==> src/rtl/fwd_hazard_unit.sv <==
// Forwarding and hazard unit: shadow pipeline of in-flight destination tags,
// youngest-producer operand forwarding and load-use / multi-cycle stall.
module fwd_hazard_unit #(
   parameter int DATA_WIDTH     = 32,
   parameter int REG_ADDR_WIDTH = 5,
   parameter int NUM_STAGES     = 3,
   parameter int NUM_PORTS      = 2,
   parameter int CNT_WIDTH      = 16
) (
   input  logic                              clk,
   input  logic                              rst_n,
   input  logic                              adv,
   input  logic                              flush,
   input  logic                              ex_valid,
   input  logic                              ex_we,
   input  logic [REG_ADDR_WIDTH-1:0]         ex_rd,
   input  logic [1:0]                        ex_lat,
   input  logic [NUM_PORTS*REG_ADDR_WIDTH-1:0] ex_rs,
   input  logic [NUM_PORTS*DATA_WIDTH-1:0]   ex_rs_data,
   input  logic [NUM_STAGES*DATA_WIDTH-1:0]  stage_data,
   output logic [NUM_PORTS*DATA_WIDTH-1:0]   fwd_data,
   output logic                              stall,
   output logic [CNT_WIDTH-1:0]              stall_cnt
);

   localparam int DW   = DATA_WIDTH;
   localparam int RAW  = REG_ADDR_WIDTH;
   localparam int NS   = NUM_STAGES;
   localparam int NP   = NUM_PORTS;
   localparam int LAST = NS - 1;

   typedef struct packed {
      logic           vld;
      logic [RAW-1:0] rd;
      logic [1:0]     rdy;
   } ent_t;

   ent_t                   r_ent [NS];
   logic [CNT_WIDTH-1:0]   r_cnt;
   logic [NP*DW-1:0]       w_fwd;
   logic [NP-1:0]          w_haz;
   logic [RAW-1:0]         w_rs;
   logic                   w_hit;
   logic                   w_stall;
   logic                   w_push;
   logic [1:0]             w_rdy_new;

   // Lowest stage index is the youngest producer, so the first hit wins.
   always_comb begin
      w_fwd = ex_rs_data;
      w_haz = '0;
      w_rs  = '0;
      w_hit = 1'b0;
      for (int p = 0; p < NP; p++) begin
         w_rs  = ex_rs[p*RAW +: RAW];
         w_hit = 1'b0;
         if (w_rs != '0) begin
            for (int s = 0; s < NS; s++) begin
               if (!w_hit && r_ent[s].vld && r_ent[s].rd == w_rs) begin
                  w_hit = 1'b1;
                  w_fwd[p*DW +: DW] = stage_data[s*DW +: DW];
                  w_haz[p] = (s < int'(r_ent[s].rdy));
               end
            end
         end
      end
   end

   assign w_stall   = ex_valid && !flush && (|w_haz);
   assign w_push    = ex_valid && !flush && !w_stall;
   assign w_rdy_new = (int'(ex_lat) > LAST) ? 2'(LAST) : ex_lat;

   always_ff @(posedge clk or negedge rst_n) begin
      if (!rst_n) begin
         for (int s = 0; s < NS; s++) r_ent[s] <= '0;
         r_cnt <= '0;
      end else if (adv) begin
         for (int s = NS - 1; s > 0; s--) r_ent[s] <= r_ent[s-1];
         r_ent[0].vld <= w_push && ex_we && (ex_rd != '0);
         r_ent[0].rd  <= ex_rd;
         r_ent[0].rdy <= w_rdy_new;
         if (w_stall && r_cnt != '1) r_cnt <= r_cnt + 1'b1;
      end
   end

   assign fwd_data  = w_fwd;
   assign stall     = w_stall;
   assign stall_cnt = r_cnt;

endmodule

==> config.mk <==
export PLATFORM = sky130hd
export DESIGN_NAME = fwd_hazard_unit
export DESIGN_NICKNAME = d
export VERILOG_FILES = /design/src/rtl/fwd_hazard_unit.sv
export SDC_FILE = /design/constraint.sdc
export NUM_CORES = 1
export LEC_CHECK = 0
export CORE_ASPECT_RATIO = 1.25
export CORE_MARGIN = 4
export CORE_UTILIZATION = 30
export DETAILED_ROUTE_END_ITERATION = 7
export PLACE_DENSITY_LB_ADDON = 0.1
export REMOVE_ABC_BUFFERS = 1
export SYNTH_ARGS = -nofsm -noshare
export SYNTH_HDL_FRONTEND = slang
export SYNTH_SLANG_ARGS = --single-unit
==> constraint.sdc <==
create_clock -name clk -period 2.9 [get_ports clk]
set_input_delay 0.29 -clock clk [delete_from_list [all_inputs] [get_ports clk]]
set_output_delay 0.29 -clock clk [all_outputs]
set_load 0.02 [all_outputs]
Word-level counts from Yosys, hierarchy flattened --
Cells that the tools add are included.
Storage, ports and cells: input port bits 183, register bits after elaboration 40, word-level logic and storage cells 74, output and inout port bits 81
Operators by class: muxes and demuxes 25, reductions and logical operators 27, magnitude comparators 4, equality and inequality tests 7, add/subtract/negate cells 1
Operators by type and width (number):
- 32-bit two-way mux | 8
- 5-bit == test | 6
- 16-bit by 1-bit adder with 16-bit output, second input constant | 1
- 1-bit logical AND | 16
- 1-bit two-way mux | 16
- 16-bit inequality test, second input constant | 1
- 5-bit nonzero test | 3
- 1-bit logical NOT | 6
- 1-bit by 2-bit less-than comparator with 1-bit output, first input constant | 2
- 2-bit greater-than comparator, second input constant | 1
- 2-bit less-than comparator, first input constant | 1
- 2-bit two-way mux | 1
- 2-bit AND reduction | 1
- 2-bit OR reduction | 1

Logic depth before layout (Yosys ltp) --
Gate-level depths: netlist of run 1.
depth after elaboration 20, gate-level depth with buffers 9, gate-level depth less buffers 8

Least setup slack after synthesis of run 1 --
No wires, ideal clock.
kind register -> output, from register r_ent[21] (netlist bit), to output fwd_data[53], data required time 2610 ps, stages on the path, launching flop included 8, path slack 326 ps, arrival time 2284 ps, path buffers 2, path through dfrtp_1 -> xor2_1 -> nor4_1 -> and3_1 -> clkbuf_1 -> clkbuf_1 -> a221oi_1 -> o31ai_1
On the way: word-level cells in the longest chain between the ends 14, elaborated cells between the ends (all ways) 16, those cells by class eq/ne: 1; mux: 8; reduce/logical: 7
Ends and longest elaborated chain:
- from (decl) | RTL line 38 | ent_t r_ent [NS];
- 5-bit == test (*) | RTL line 59 | if (!w_hit && r_ent[s].vld && r_ent[s].rd == w_rs) begin
- 1-bit logical AND (*) | RTL line 59
- 1-bit two-way mux | RTL line 59
- 1-bit two-way mux | RTL line 57 | if (w_rs != '0) begin
- 1-bit logical NOT | RTL line 59
- 1-bit logical AND (2 in series) | RTL line 59
- 1-bit two-way mux | RTL line 59
- 1-bit two-way mux | RTL line 57
- 1-bit logical NOT | RTL line 59
- 1-bit logical AND (2 in series) | RTL line 59
- 32-bit two-way mux (*) | RTL line 59
- 32-bit two-way mux (*) | RTL line 57
- to (decl) | RTL line 21 | output logic [NUM_PORTS*DATA_WIDTH-1:0] fwd_data,
Every way passes the cells marked *; elsewhere a longest branch is shown, timed or not. The select of a mux whose other input is x is not followed.

Worst setup path after layout of run 1 --
from input ex_rs[5], to output fwd_data[62]
On the way: word-level cells in the longest chain between the ends 14, elaborated cells between the ends (all ways) 19, those cells by class eq/ne: 3; mux: 8; reduce/logical: 8
Ends and longest elaborated chain:
- from (decl) | RTL line 18 | input logic [NUM_PORTS*REG_ADDR_WIDTH-1:0] ex_rs,
- 5-bit == test | RTL line 59
- 1-bit logical AND | RTL line 59
- 1-bit two-way mux | RTL line 59
- 1-bit two-way mux | RTL line 57
- 1-bit logical NOT | RTL line 59
- 1-bit logical AND (2 in series) | RTL line 59
- 1-bit two-way mux | RTL line 59
- 1-bit two-way mux | RTL line 57
- 1-bit logical NOT | RTL line 59
- 1-bit logical AND (2 in series) | RTL line 59
- 32-bit two-way mux | RTL line 59
- 32-bit two-way mux (*) | RTL line 57
Marks and branches as above.

==> results of run 1 <==
metrics by stage:
stage	instances	cell area, um2	power, uW	setup slack [ns]	setup TNS [ns]
2_1_floorplan	457	3780	969	-0.474	-26.75
3_3_place_gp	954	7260	1510	-0.661	-28.37
3_5_place_dp	954	7260	1530	-0.625	-29.26
4_1_cts	962	7440	2130	-0.0597	-0.104
5_1_grt	969	7240	2190	-0.00143	-0.00151
6_report	969	7240	2090	0.0994	0
per-layer routing:
layer	track usage, %	routed length, um
met1	27.7	7660
met2	43.6	9940
met3	5.61	1170
met4	11.0	778
met5	0	54
what timing repair did:
| action | in CTS | in global routing |
|---|---|---|
| pin swaps | 1 | 6 |
| cloned | 0 | 1 |
| setup buffers | 0 | 1 |
| setup endpoints to repair | 64 | 58 |
| gates resized for setup | 196 | 127 |
flip-flops by register name, indices dropped and copies added, names as in the netlist:
register	cells
r_ent	24
stall_cnt	16
synth_stat cells, types with 2 or more instances:
cell type,count
a21oi_1,2
a221o_1,31
a221oi_1,31
a22oi_1,2
a31oi_1,4
and2_1,4
and3_1,6
buf_2,4
clkbuf_1,38
dfrtp_1,40
inv_1,7
mux2_2,21
nand2_1,73
nand2b_1,2
nand3_1,8
nand3b_1,2
nand4_1,4
nor2_1,40
nor3_1,9
nor3b_1,3
nor4_1,3
nor4_2,4
o21ai_0,65
o31ai_1,33
or4_1,3
xnor2_1,14
xor2_1,31
path summary, 6_finish.rpt:
kind                                from            end  slack, ns  cells past startpoint
hold reg to reg            stall_cnt[10]  stall_cnt[10]       0.50                      1
setup reg to reg               r_ent[21]  stall_cnt[15]       0.39                     11
setup / recovery                ex_rs[5]   fwd_data[62]        0.1                     10
min in group clk           stall_cnt[10]  stall_cnt[10]       0.50                      1
max in group asynchronous          rst_n   stall_cnt[6]       2.19                      1
hold / removal                     rst_n      r_ent[20]       0.14                      1
kinds of logic (layout without fill, tap and decap cells):
kind of cell / after synthesis / in the layout / share of synthesized area [%]
flops: 40 / 40 / 25.4
xor+xnor: 45 / 45 / 10.0
compound gates: 178 / 178 / 33.6
buf+inv: 50 / 346 / 4.89
fa+ha+maj: 1 / 1 / 0.317
other cells: 0 / 5 / 0
mux: 22 / 22 / 6.28
simple gates: 164 / 164 / 19.5
cell type report:
cell class / count / area share, %
Multi-Input combinational cell: 410 / 39.1
Antenna cell: 5 / 0.173
Clock buffer: 5 / 1.73
Sequential cell: 40 / 13.8
Tap cell: 168 / 2.90
Inverter: 7 / 0.363
Timing Repair Buffer: 331 / 41.4
Clock inverter: 3 / 0.588
cell usage in the layout (no fill, tap or decap), types with 3 or more instances in the layout:
master / Yosys / layout
clkbuf_16: 0 / 6
clkdlybuf4s50_1: 0 / 191
buf_6: 0 / 4
xor2_1: 31 / 31
nor4_2: 4 / 5
o31ai_1: 33 / 32
nor3_1: 9 / 7
nand3_1: 8 / 7
a221o_1: 31 / 31
clkbuf_2: 0 / 25
o21ai_1: 0 / 3
dfrtp_1: 40 / 40
and3_1: 6 / 3
inv_1: 7 / 7
and2_1: 4 / 3
dlygate4sd2_1: 0 / 5
o21ai_0: 65 / 62
nor2_1: 40 / 36
mux2_2: 21 / 21
xnor2_1: 14 / 14
nand4_1: 4 / 4
a31oi_1: 4 / 4
nand2_1: 73 / 73
buf_12: 0 / 11
nor2_4: 0 / 3
buf_2: 4 / 37
or4_1: 3 / 3
nor3b_1: 3 / 3
a221oi_1: 31 / 31
buf_4: 0 / 55
diode_2: 0 / 5
report_power, final:
| group | internal (uW) | leakage (uW) | switching, uW |
|---|---|---|---|
| combinational | 442 | 0.00251 | 362 |
| sequential | 607 | 0.000509 | 55.9 |
| clock | 404 | 0.0000798 | 218 |
==> qor.csv, run 1 <==
metric;value;unit
run_status;finished, final reports clean;
critical-path-top-delay-family;buffers and inverters;
seqCellArea;1000;um2
hold_slack;0.136;ns
synth_cells;500;
path_common_cell;buf_4;
peakVddDrop;0.433;mV
slew_headroom;39.7;%
timing.hold.worst.class;primary input to async pin;
synth_largest_type_area_fraction;25.4;%
htree_levels;2;
finalWirelength;19600;um
drv_slew;0;
power_density;289;nW/um2
drtPass1Iterations;5;
cts_inserted_buffers;5;
synthesis_stage_register_bit_count;40;
cts_num_sinks;40;
mean_syn_cell_area;7.89;um2
leakage;0.00310;uW
cp_slowest_cell;clkdlybuf4s50_1;
drt_iter0_markers;197;
cts-root-buf;clkbuf_16;
max-cap-violations;0;
cp_max_fo;17;
critPathKind;primary input to primary output;
ys.warnings.count;0;
async_reset_ff_share;100;%
required_time_at_the_worst_slack_endpoint;2.61;ns
start_util;30.9;%
final_period_minus_worst_setup_slack;2.80;ns
worstPathBufferInverterCount;5;
worstSetupEndpointType;primary output;
ys.flop_type;dfrtp_1;
achievable_frequency;357;MHz
detailed_place_hpwl;15700;um
synth.area.top_cells;dfrtp_1 25%, o21ai_0 8.3%, a221o_1 7.9%;
io_buffer_count;263;
filler_cell_count;1228;
avgRoutedWirePerCell;20.2;um
detailroute.via_count;5247;
clk_pin_slew;0.06;ns
final-hold-violation-count;0;
layout-area-overhead-vs-synth;83.6;%
cp.arrival;2.51;ns
die_x;111;um
initial_antenna_violation_count;9;
rows;46;
max_slew.worst_pin.slew;0.904;ns
holdBufCountCts;0;
die_area;15100;um2
synth-edff-count;0;
grt_overflow;0;
floorplan.core_area;12800;um2
timing.clock.skew;0.00661;ns
fin_nets;979;
critical_path.cell_chain;clkdlybuf4s50_1 > buf_4 > xor2_1 > nor4_2 > buf_4 > and3_4 > buf_6 > a22oi_1 > o31ai_2 > buf_2;
num_io_pins;264;
grt_first_pass_wirelength;29700;um
global_routing_usage_summed_across_all_routing_layers;24.4;%
cts_tree;done;
worstSetupStartpointType;primary input;
final_core_utilization;56.6;%
source_to_sink_clock_delay_at_the_later_pin_of_the_worst_skew_pair;0.28;ns
final.period_utilization;96.6;%
finalSetupViolations;0;
post-synth-top-area-cell;dfrtp_1;
gpl.final_weighted_congestion;0.925;
slowest_delay;0.44;ns
share_of_final_layout_standard_cells_stronger_than_drive_strength_1;23.7;%
cts_buffer_depth;2;
avgViaCountPerCell;5.41;
synth.lib_cells_used.distinct;43;
grt_pass1_vias;5398;
multi_input_area;2830;um2
drt_drc;0;
grt_max_degree;41;
netlist_area;3940;um2
sequential_share_of_the_synthesized_area;25.4;%
antenna_violating_nets_post_route;0;
die_y;136;um
Power figures use the tool's default switching activity.
==> run 2, diff against run 1 <==
CTS_CLUSTER_SIZE = 16   (was not set)
PLACE_DENSITY = 0.69   (was not set)
PLACE_DENSITY_LB_ADDON = not set   (was 0.1)
SKIP_CTS_REPAIR_TIMING = 1   (was not set)
==> run 2 against run 1 <==
Net effect:
- power decreased by 2.1%
- utilization increased by 0.069 points
- clock-buffer cell count increased by 1
- wire length increased by 7.9%
- die area unchanged
==> qor.csv, run 2 (synthesis gave the netlist of run 1 again) <==
metric;value;unit;change
rows;46;;unchanged
drv_slew;0;;unchanged
max_slew.worst_pin.slew;0.868;ns;was 0.904 ns
timing.clock.skew;0.00392;ns;was 0.00661 ns
cp_slowest_cell;clkdlybuf4s50_1;;unchanged
cts_tree;done;;unchanged
cts_inserted_buffers;5;;unchanged
slew_headroom;42.1;%;was 39.7%
multi_input_area;2800;um2;was 2830 um2
clk_pin_slew;0.06;ns;about the same
gpl.final_weighted_congestion;0.917;;was 0.925
final.period_utilization;97.8;%;was 96.6%
grt_pass1_vias;5463;;was 5398
drtPass1Iterations;5;;unchanged
grt_first_pass_wirelength;31800;um;was 29700 um
slowest_delay;0.51;ns;was 0.44 ns
power_density;282;nW/um2;was 289 nW/um2
antenna_violating_nets_post_route;0;;unchanged
setup.worst_path.end;fwd_data[30];;was fwd_data[62]
timing.hold.worst.class;primary input to async pin;;unchanged
placed_cells;938;;was 954
final_cell_count_no_fill;951;;was 969
placed_cell_area;7100;um2;was 7260 um2
fin_nets;962;;was 979
avgRoutedWirePerCell;22.2;um;was 20.2 um
grt_overflow;0;;unchanged
final_period_minus_worst_setup_slack;2.84;ns;was 2.80 ns
cts-root-buf;clkbuf_16;;unchanged
leakage;0.00330;uW;was 0.00310 uW
worst_setup_path_startpoint;ex_rs[0];;was ex_rs[5]
regToRegSetupSlack;0.46;ns;was 0.39 ns
worstSetupStartpointType;primary input;;unchanged
drt_iter0_markers;362;;was 197
critical_path.cell_chain;clkdlybuf4s50_1 > xor2_1 > nor4_2 > and3_2 > buf_12 > a22oi_1 > o31ai_1 > clkbuf_2;;was clkdlybuf4s50_1 > buf_4 > xor2_1 > nor4_2 > buf_4 > and3_4 > buf_6 > a22oi_1 > o31ai_2 > buf_2
cts_buffer_depth;2;;unchanged
critPathKind;primary input to primary output;;unchanged
layout_common_cells;191 x clkdlybuf4s50_1, 73 x nand2_1, 60 x o21ai_0;;was 191 x clkdlybuf4s50_1, 73 x nand2_1, 62 x o21ai_0
final_area;7250;um2;was 7240 um2
run_status;finished, final reports clean;;unchanged
initial_antenna_violation_count;10;;was 9
detailed_place_hpwl;16800;um;was 15700 um
source_to_sink_clock_delay_at_the_later_pin_of_the_worst_skew_pair;0.28;ns;about the same
final-hold-violation-count;0;;unchanged
cp_max_fo;34;;was 17
avgViaCountPerCell;5.72;;was 5.41
ff2ff_path_depth;6;;was 11
worstSetupEndpointType;primary output;;unchanged
filler_cell_count;1165;;was 1228
required_time_at_the_worst_slack_endpoint;2.61;ns;about the same
die_x;111;um;unchanged
achievable_frequency;352;MHz;was 357 MHz
cp.arrival;2.55;ns;was 2.51 ns
die_y;136;um;unchanged
start_util;30.9;%;unchanged
drt_drc;0;;unchanged
seqCellArea;1000;um2;unchanged
share_of_final_layout_standard_cells_stronger_than_drive_strength_1;18.0;%;was 23.7%
timing.rr.end;stall_cnt[1];;was stall_cnt[15]
largest_reg_by_ff_count;r_ent;;unchanged
detailroute.via_count;5436;;was 5247
cts_num_sinks;40;;unchanged
peakVddDrop;0.361;mV;was 0.433 mV
floorplan.core_area;12800;um2;unchanged
layout-area-overhead-vs-synth;83.8;%;was 83.6%
num_io_pins;264;;unchanged
max-cap-violations;0;;unchanged
max_reg_flops;24;;unchanged
grt_max_degree;41;;unchanged
critical_path.reg2reg.startpoint;stall_cnt[3];;was r_ent[21]
htree_levels;2;;unchanged
layout_commonest_cell;clkdlybuf4s50_1;;unchanged
io_buffer_count;263;;unchanged
finalWirelength;21200;um;was 19600 um
die_area;15100;um2;unchanged
finalSetupViolations;0;;unchanged
global_routing_usage_summed_across_all_routing_layers;26.3;%;was 24.4%
==> run 2: through the flow <==
step	hold slack [ns]	setup TNS, ns	total power, uW	worst slack, ns	util [%]
5_1_grt	0.213	-0.0805	2150	-0.0404	56.7
3_5_place_dp	0.461	-24.90	1540	-0.553	55.5
3_3_place_gp	0.439	-22.33	1520	-0.469	55.5
6_report	0.126	0	2050	0.0626	56.7
4_1_cts	0.165	-25.07	2080	-0.548	56.7
2_1_floorplan	-0.00559	-26.75	969	-0.474	-
==> run 2: layer usage <==
metal / vias to the layer above / global-route usage [%] / wire length (um)
met5: - / 0 / 79
met4: 12 / 9.38 / 967
met3: 76 / 9.17 / 2020
met2: 324 / 45.6 / 9930
met1: 2568 / 30.1 / 8160
li1: 2456 / - / -
==> run 2: worst min-delay path by stage <==
stage                     to  slack (ns)
4_1_cts         stall_cnt[4]        0.17
3_5_place_dp   stall_cnt[14]        0.46
6_report       stall_cnt[13]        0.13
5_1_grt         stall_cnt[4]        0.21
3_3_place_gp   stall_cnt[13]        0.44
2_1_floorplan       r_ent[0]      -0.006
==> run 2: cell type report <==
| class | instances | share of cell area [%] |
|---|---|---|
| clock buffers | 6 | 1.92 |
| diodes | 4 | 0.138 |
| repair buffers | 314 | 42.0 |
| flip-flops and latches | 40 | 13.8 |
| multi-input cells | 410 | 38.7 |
| clock inverters | 2 | 0.138 |
| inverters | 7 | 0.363 |
| well taps | 168 | 2.90 |
==> run 2: report_power, final <==
group          internal (uW)  switching [uW]  total (uW)  leakage, uW
Sequential               608            55.1         663     0.000509
Combinational            465             378         844      0.00271
Clock                    338             201         539    0.0000767
Total                   1410             634        2050      0.00330
==> run 2: critical path: cells and delay by family <==
kind                      cells  cell delay (ns)
xor gates and xnor gates      1             0.20
and+or+nand+nor               2             0.64
AOI/OAI and AO/OA             2             0.45
buffers and inverters         3             0.96
